--- src/rtl/multiplier.sv ---
// Two-stage 32x32 -> 64 multiplier for MULT/MULTU: radix-4 Booth + Wallace CSA tree,
// then a registered sum/carry pair resolved by a single carry-propagate adder.

// One Wallace level: every full group of three rows becomes a (sum, carry) pair,
// and leftover rows pass straight through to the next level.
module multiplier_csa_level #(
  parameter int N_IN = 3
) (
  input  logic [63:0] rows_in  [N_IN],
  output logic [63:0] rows_out [2*(N_IN/3) + N_IN%3]
);
  localparam int N_GRP = N_IN / 3;
  localparam int N_REM = N_IN % 3;

  genvar gi;
  generate
    for (gi = 0; gi < N_GRP; gi++) begin : g_csa
      assign rows_out[2*gi]   = rows_in[3*gi] ^ rows_in[3*gi+1] ^ rows_in[3*gi+2];
      assign rows_out[2*gi+1] = ((rows_in[3*gi] & rows_in[3*gi+1]) |
                                 (rows_in[3*gi] & rows_in[3*gi+2]) |
                                 (rows_in[3*gi+1] & rows_in[3*gi+2])) << 1;
    end
    for (gi = 0; gi < N_REM; gi++) begin : g_pass
      assign rows_out[2*N_GRP + gi] = rows_in[3*N_GRP + gi];
    end
  endgenerate
endmodule

module multiplier (
  input  logic        clock,
  input  logic        reset,
  input  logic        is_signed,
  input  logic [31:0] input1,
  input  logic [31:0] input2,
  output logic [63:0] result
);
  logic        x_ext;
  logic        y_ext;
  logic [63:0] x64;
  logic [34:0] ybits;

  assign x_ext = is_signed & input1[31];
  assign y_ext = is_signed & input2[31];
  assign x64   = {{31{x_ext}}, x_ext, input1};
  // Extended multiplier sign-duplicated once more so group 16 sees bits {33,32,31}.
  assign ybits = {y_ext, y_ext, input2, 1'b0};

  logic [63:0] lvl0 [17];
  logic [63:0] lvl1 [12];
  logic [63:0] lvl2 [8];
  logic [63:0] lvl3 [6];
  logic [63:0] lvl4 [4];
  logic [63:0] lvl5 [3];
  logic [63:0] lvl6 [2];

  genvar gi;
  generate
    for (gi = 0; gi < 17; gi++) begin : g_booth
      logic [2:0]  grp;
      logic [63:0] mag;
      logic        neg;
      logic [63:0] pp;

      assign grp = ybits[2*gi+2 -: 3];

      always_comb begin
        mag = 64'd0;
        neg = 1'b0;
        case (grp)
          3'b001, 3'b010: mag = x64;
          3'b011:         mag = x64 << 1;
          3'b100: begin
            mag = x64 << 1;
            neg = 1'b1;
          end
          3'b101, 3'b110: begin
            mag = x64;
            neg = 1'b1;
          end
          default: mag = 64'd0;
        endcase
        pp = neg ? (~mag + 64'd1) : mag;
      end

      assign lvl0[gi] = pp << (2*gi);
    end
  endgenerate

  multiplier_csa_level #(.N_IN(17)) u_lvl1 (.rows_in(lvl0), .rows_out(lvl1));
  multiplier_csa_level #(.N_IN(12)) u_lvl2 (.rows_in(lvl1), .rows_out(lvl2));
  multiplier_csa_level #(.N_IN(8))  u_lvl3 (.rows_in(lvl2), .rows_out(lvl3));
  multiplier_csa_level #(.N_IN(6))  u_lvl4 (.rows_in(lvl3), .rows_out(lvl4));
  multiplier_csa_level #(.N_IN(4))  u_lvl5 (.rows_in(lvl4), .rows_out(lvl5));
  multiplier_csa_level #(.N_IN(3))  u_lvl6 (.rows_in(lvl5), .rows_out(lvl6));

  logic [63:0] sum_next;
  logic [63:0] carry_next;
  logic [63:0] sum_reg;
  logic [63:0] carry_reg;

  assign sum_next   = lvl6[0];
  assign carry_next = lvl6[1];

  // The datapath loads on every edge, reset included, so the product captured on
  // the last reset-high edge is already visible in the first cycle after reset.
  always_ff @(posedge clock) begin
    sum_reg   <= sum_next;
    carry_reg <= carry_next;
  end

  logic unused_reset;
  assign unused_reset = reset;

  assign result = sum_reg + carry_reg;
endmodule

--- config.mk ---
export PLATFORM = sky130hd
export DESIGN_NAME = multiplier
export DESIGN_NICKNAME = d
export VERILOG_FILES = /design/src/rtl/multiplier.sv
export SDC_FILE = /design/constraint.sdc
export NUM_CORES = 2
export LEC_CHECK = 0
export CAP_MARGIN = 10
export CORE_MARGIN = 2
export CORE_UTILIZATION = 28
export DETAILED_ROUTE_END_ITERATION = 16
export MAX_ROUTING_LAYER = met4
export PLACE_DENSITY = 0.41
export REMOVE_ABC_BUFFERS = 1
export SYNTH_ARGS = -nofsm -noshare
export SYNTH_HDL_FRONTEND = slang
export SYNTH_SLANG_ARGS = --single-unit
--- constraint.sdc ---
create_clock -name clock -period 15 [get_ports clock]
set_input_delay 2.25 -clock clock [delete_from_list [all_inputs] [get_ports clock]]
set_output_delay 2.25 -clock clock [all_outputs]
set_load 0.005 [all_outputs]
# [Word level (Yosys, flattened, before mapping)]
# Cells that the tools add are included.
[word_totals] in_bits=67 register_bits=127
[op_classes] n_addsub=18 eq_ne=99 muxes=51 n_bitwise=124 n_reduce_logical=50
[op_table] cell="$and 63x63->63" n=45
[op_table] cell="$xor 64x64->64" n=30
[op_table] cell="$or 63x63->63" n=30
[op_table] cell="$eq 3x3->1 const B" n=48
[op_table] cell="$pmux 64 s2" n=1
[op_table] cell="$pmux 62 s2" n=1
[op_table] cell="$pmux 60 s2" n=1
[op_table] cell="$pmux 58 s2" n=1
[op_table] cell="$pmux 56 s2" n=1
[op_table] cell="$pmux 54 s2" n=1
[op_table] cell="$pmux 52 s2" n=1
[op_table] cell="$pmux 50 s2" n=1
[op_table] cell="$eq 3x2->1 const B" n=32
[op_table] cell="$pmux 48 s2" n=1
[op_table] cell="$pmux 46 s2" n=1
[op_table] cell="$pmux 44 s2" n=1
[op_table] cell="$pmux 42 s2" n=1
[op_table] cell="$pmux 40 s2" n=1
[op_table] cell="$pmux 38 s2" n=1
[op_table] cell="$pmux 36 s2" n=1
[op_table] cell="$pmux 34 s2" n=1
[op_table] cell="$add 64x1->64 const B" n=1
[op_table] cell="$add 64x64->64" n=1
[op_table] cell="$mux 64" n=1
[op_table] cell="58 further kinds" n=138

# [Depth between registers and ports, before layout]
[depth] word_depth=24 depth_mapped=39

# [Cells and area by module]
# A second synthesis with hierarchy kept.
[hier_totals] cells_unflattened=6093 hier_area_um2=53475.0
[modules_own_cells] module="multiplier" area_each_um2=31662.9 instances=1 cells_per_inst=4792
[modules_own_cells] module="multiplier_csa_level at u_lvl1" area_each_um2=7427.1 instances=1 cells_per_inst=454
[modules_own_cells] module="multiplier_csa_level at u_lvl2" area_each_um2=5173.7 instances=1 cells_per_inst=261
[modules_own_cells] module="multiplier_csa_level at u_lvl3" area_each_um2=3549.7 instances=1 cells_per_inst=259
[modules_own_cells] module="multiplier_csa_level at u_lvl4" area_each_um2=2588.7 instances=1 cells_per_inst=131
[modules_own_cells] module="multiplier_csa_level at u_lvl5" area_each_um2=1776.7 instances=1 cells_per_inst=130
[modules_own_cells] module="multiplier_csa_level at u_lvl6" area_each_um2=1296.2 instances=1 cells_per_inst=66

# [Least setup slack after synthesis]
# No wires, ideal clock.
[synth_path] path_type="input-to-reg" start="input input2[7]" end="register sum_reg[63]" setup_ps=130 path_buffers=8 t_arrival_ps=10749 path_slack_ps=4122 path_stages=37 cell_sequence="buf_2 > inv_2 > clkbuf_1 > ha_1 > clkbuf_1 > buf_1 > buf_1 > clkbuf_1 > buf_1 > a22oi_1 > ha_1 > nand4_1 > a211oi_1 > nand4_1 > a211o_1 > a211oi_1 > o2111ai_1 > nor2_1 > nand4_1 > clkbuf_1 > nand2_1 > fa_1 > fa_1 > fa_1 > inv_1 > fa_1 > fa_1 > xnor2_1 > xnor2_1 > xnor2_1 > xnor2_1 > xnor2_1 > xnor2_1 > xnor2_1 > xnor3_1 > xnor2_1 > xnor3_1"
[synth_rtl] element="start: declaration" line="34" source="input logic [31:0] input2,"
[synth_rtl] element="end signal: assignment" line="107" source="sum_reg <= sum_next;"
[synth_rtl] element="end: declaration" line="98" source="logic [63:0] sum_reg;"

==> flow_summary.yaml <==
die:
  core_area_mm2: 0.165
  die_w_um: 412
  start_util_pct: 28.2
  pin_count: 131
  num_rows: 149
  die-area_mm2: 0.170
  die_h_um: 412
timing:
  worst_pin_slew_ps: 1140
  hold_viol_final: 0
  slew_violations: 0
  rsz0062_at_grt: "false"
  layout_min_cycle_time_ps: 12120
  post-route-period-util_pct: 80.8
  setup_tns_ps: 0
  maxSlewHeadroom_pct: 23.6
  setup_viol: 0
  clock.fmax_ghz: 0.0825
drt:
  totalWireLength_mm: 232
  vias: 45421
  drc: 0
  drt_first_iter_violations: 5713
  first_pass_iters: 8
  via_per_inst: 5.72
  wl_per_cell_um: 29.2
  ant_nets: 0
critical_path:
  crit_top_cell: "xnor2_1"
  crit_family: "compound AO/OA/AOI/OAI gates"
  critPathMaxStageDelay_ps: 860
  cp_slowest_cell: "a2111oi_1"
  cp.depth: 31
  required_ps: 15370
  crit_start: "input2[19]"
  worstPathArrival_ps: 12480
  timing.critical_path.buf_inv: 4
  end_kind: "flip-flop"
  cp-start-kind: "input port"
  crit_fanout: 25
  criticalPathCategory: "input port to flip-flop"
yosys:
  synth-seq-cells: 120
  yosys.area.top_type: "fa_1"
  yosys_most_used_dff: "dfxtp_1"
  syn_area_per_cell_um2: 7.87
  synthArstFlopShare_pct: 0
  synth_area_leaders: "fa_1 (29%), a22oi_1 (7.7%), xnor2_1 (6.8%), inv_1 (5.8%), ha_1 (5.2%)"
  synth_edf_count: 0
  synth_top_area_share_pct: 28.6
  synthCells: 5934
  syn_area_mm2: 0.0467
  ys_seq_area_share_pct: 5.14
  ys_warn_count: 0
  ys_types: 111
outcome:
  status: "completed"
cts:
  cts_resized: 0
  cts_root_buffer: "clkbuf_16"
  h-tree-depth: 4
  cts_tree: "yes"
  cts-buffers-inserted: 17
  postCtsSetupBuffers: 0
  clock_sinks: 120
  cts.path.max_buffers: 2
  cts_hold_buf: 0
  clkTransAtPathRegs_ps: 70
placement:
  place.port_buffers: 129
  dp.final_hpwl_mm: 185
  gp_congestion: 0.946
hold_path:
  holdCritStartpoint: "input2[0]"
  hold_depth: 3
  hold-path-endpoint: "sum_reg[0]$_DFF_P_"
  hold_class: "input port to flip-flop"
global_routing:
  grt_max_degree: 62
  grt_pass1_vias: 44172
  grt_usage_pct: 27.7
  globalRoute.totalOverflow: 0
  antenna_found_initial: 16
  grt_pass1_wl_mm: 334
final_layout:
  largest_reg_flops: 64
  drive_gt1_share_pct: 6.91
  syn2layout_area_growth_pct: 8.31
  fin_nets: 6659
job:
  maxCapViolCount: 0
[cells in the mapped netlist (11+ instances only)]
library cell,n
and3_1,30
o21a_1,25
buf_4,11
dfxtp_1,120
o2111ai_1,12
a222oi_1,21
mux2i_1,13
nor2_1,297
or2_2,35
nand2_1,512
inv_1,725
a221oi_1,48
clkbuf_1,399
nor3_1,54
xor2_1,218
xnor2_1,360
and4_1,12
a31oi_1,118
o31ai_1,34
fa_1,667
nor2b_1,22
buf_2,20
and2_1,69
nand2b_1,39
a21boi_0,37
nand3_1,61
a22oi_1,480
o21ai_0,370
o221ai_1,13
a21o_1,58
a221o_1,22
a21oi_1,293
ha_1,195
buf_1,118
a31o_2,14
or4_1,11
a22o_1,73
mux2_2,14
or3_1,34
o211ai_1,19
a211oi_1,21
nand4_1,36
[worst max path at each step]
stage / endpoint / slack (ps)
2_1_floorplan: sum_reg[63]$_DFF_P_ / 4210
3_3_place_gp: sum_reg[63]$_DFF_P_ / 2640
3_5_place_dp: sum_reg[63]$_DFF_P_ / 2540
4_1_cts: sum_reg[63]$_DFF_P_ / 3050
5_1_grt: sum_reg[63]$_DFF_P_ / 2430
6_report: sum_reg[63]$_DFF_P_ / 2880
[layout make-up]
| cell class | instances | area, µm² |
|---|---|---|
| Antenna cell | 3 | 7.51 |
| Multi-Input combinational cell | 4529 | 39500 |
| Sequential cell | 120 | 2400 |
| Clock inverter | 14 | 143 |
| Fill cell | 17847 | 115000 |
| Inverter | 730 | 2740 |
| Clock buffer | 18 | 429 |
| Tap cell | 2189 | 2740 |
| Timing Repair Buffer | 332 | 2640 |
[kinds of logic after synthesis]
| logic type | Yosys count | synth area share, % |
|---|---|---|
| AO/OA/AOI/OAI | 1790 | 26.1 |
| buffers and inverters | 1285 | 10.6 |
| XOR/XNOR | 581 | 11.0 |
| AND/OR/NAND/NOR | 1268 | 12.8 |
| flip-flops | 120 | 5.14 |
| adder cells (fa/ha/maj) | 862 | 33.8 |
| multiplexers | 28 | 0.648 |
[placed cells by master, fill, tap and decap left out, types with 35 or more instances in the layout]
| cell type | n |
|---|---|
| clkdlybuf4s50_1 | 93 |
| ha_1 | 183 |
| a31oi_1 | 118 |
| xnor2_1 | 358 |
| a21boi_0 | 37 |
| buf_4 | 203 |
| nor2_1 | 294 |
| a221oi_1 | 48 |
| nand4_1 | 36 |
| a22oi_1 | 480 |
| a21o_1 | 58 |
| or2_2 | 35 |
| nand2b_1 | 39 |
| nor3_1 | 54 |
| o21ai_0 | 370 |
| buf_2 | 36 |
| xor2_1 | 215 |
| inv_1 | 725 |
| and2_1 | 69 |
| nand2_1 | 512 |
| a21oi_1 | 293 |
| fa_1 | 667 |
| a22o_1 | 73 |
| dfxtp_1 | 120 |
| nand3_1 | 61 |
[metal layers]
layer,part of all wire [%],track usage [%],up-vias
li1,-,-,19752
met2,44,41.1,2182
met5,0,-,-
met4,2.4,6.53,0
met1,47,40.1,23289
met3,7.4,2.93,198
[through the flow]
stage / worst slack [ps] / utilization [%] / cell area [µm²] / hold slack (ps) / cells
floorplan: 4210 / - / 44500 / 2360 / 5379
global placement: 2640 / 30.2 / 50000 / 2770 / 7900
detailed placement: 2540 / 30.2 / 50000 / 2780 / 7900
CTS: 3050 / 30.6 / 50600 / 2230 / 7932
global route: 2430 / 30.6 / 50600 / 2290 / 7935
finish: 2880 / 30.6 / 50600 / 2290 / 7935
[worst min-delay path: stages]
cell and delay, ps:
buf_2 260, nand2_1 160, inv_1 50
Power is left out: the tool's default activity adds up to more than one toggle a clock period on the data nets, which glitch-free logic cannot reach.
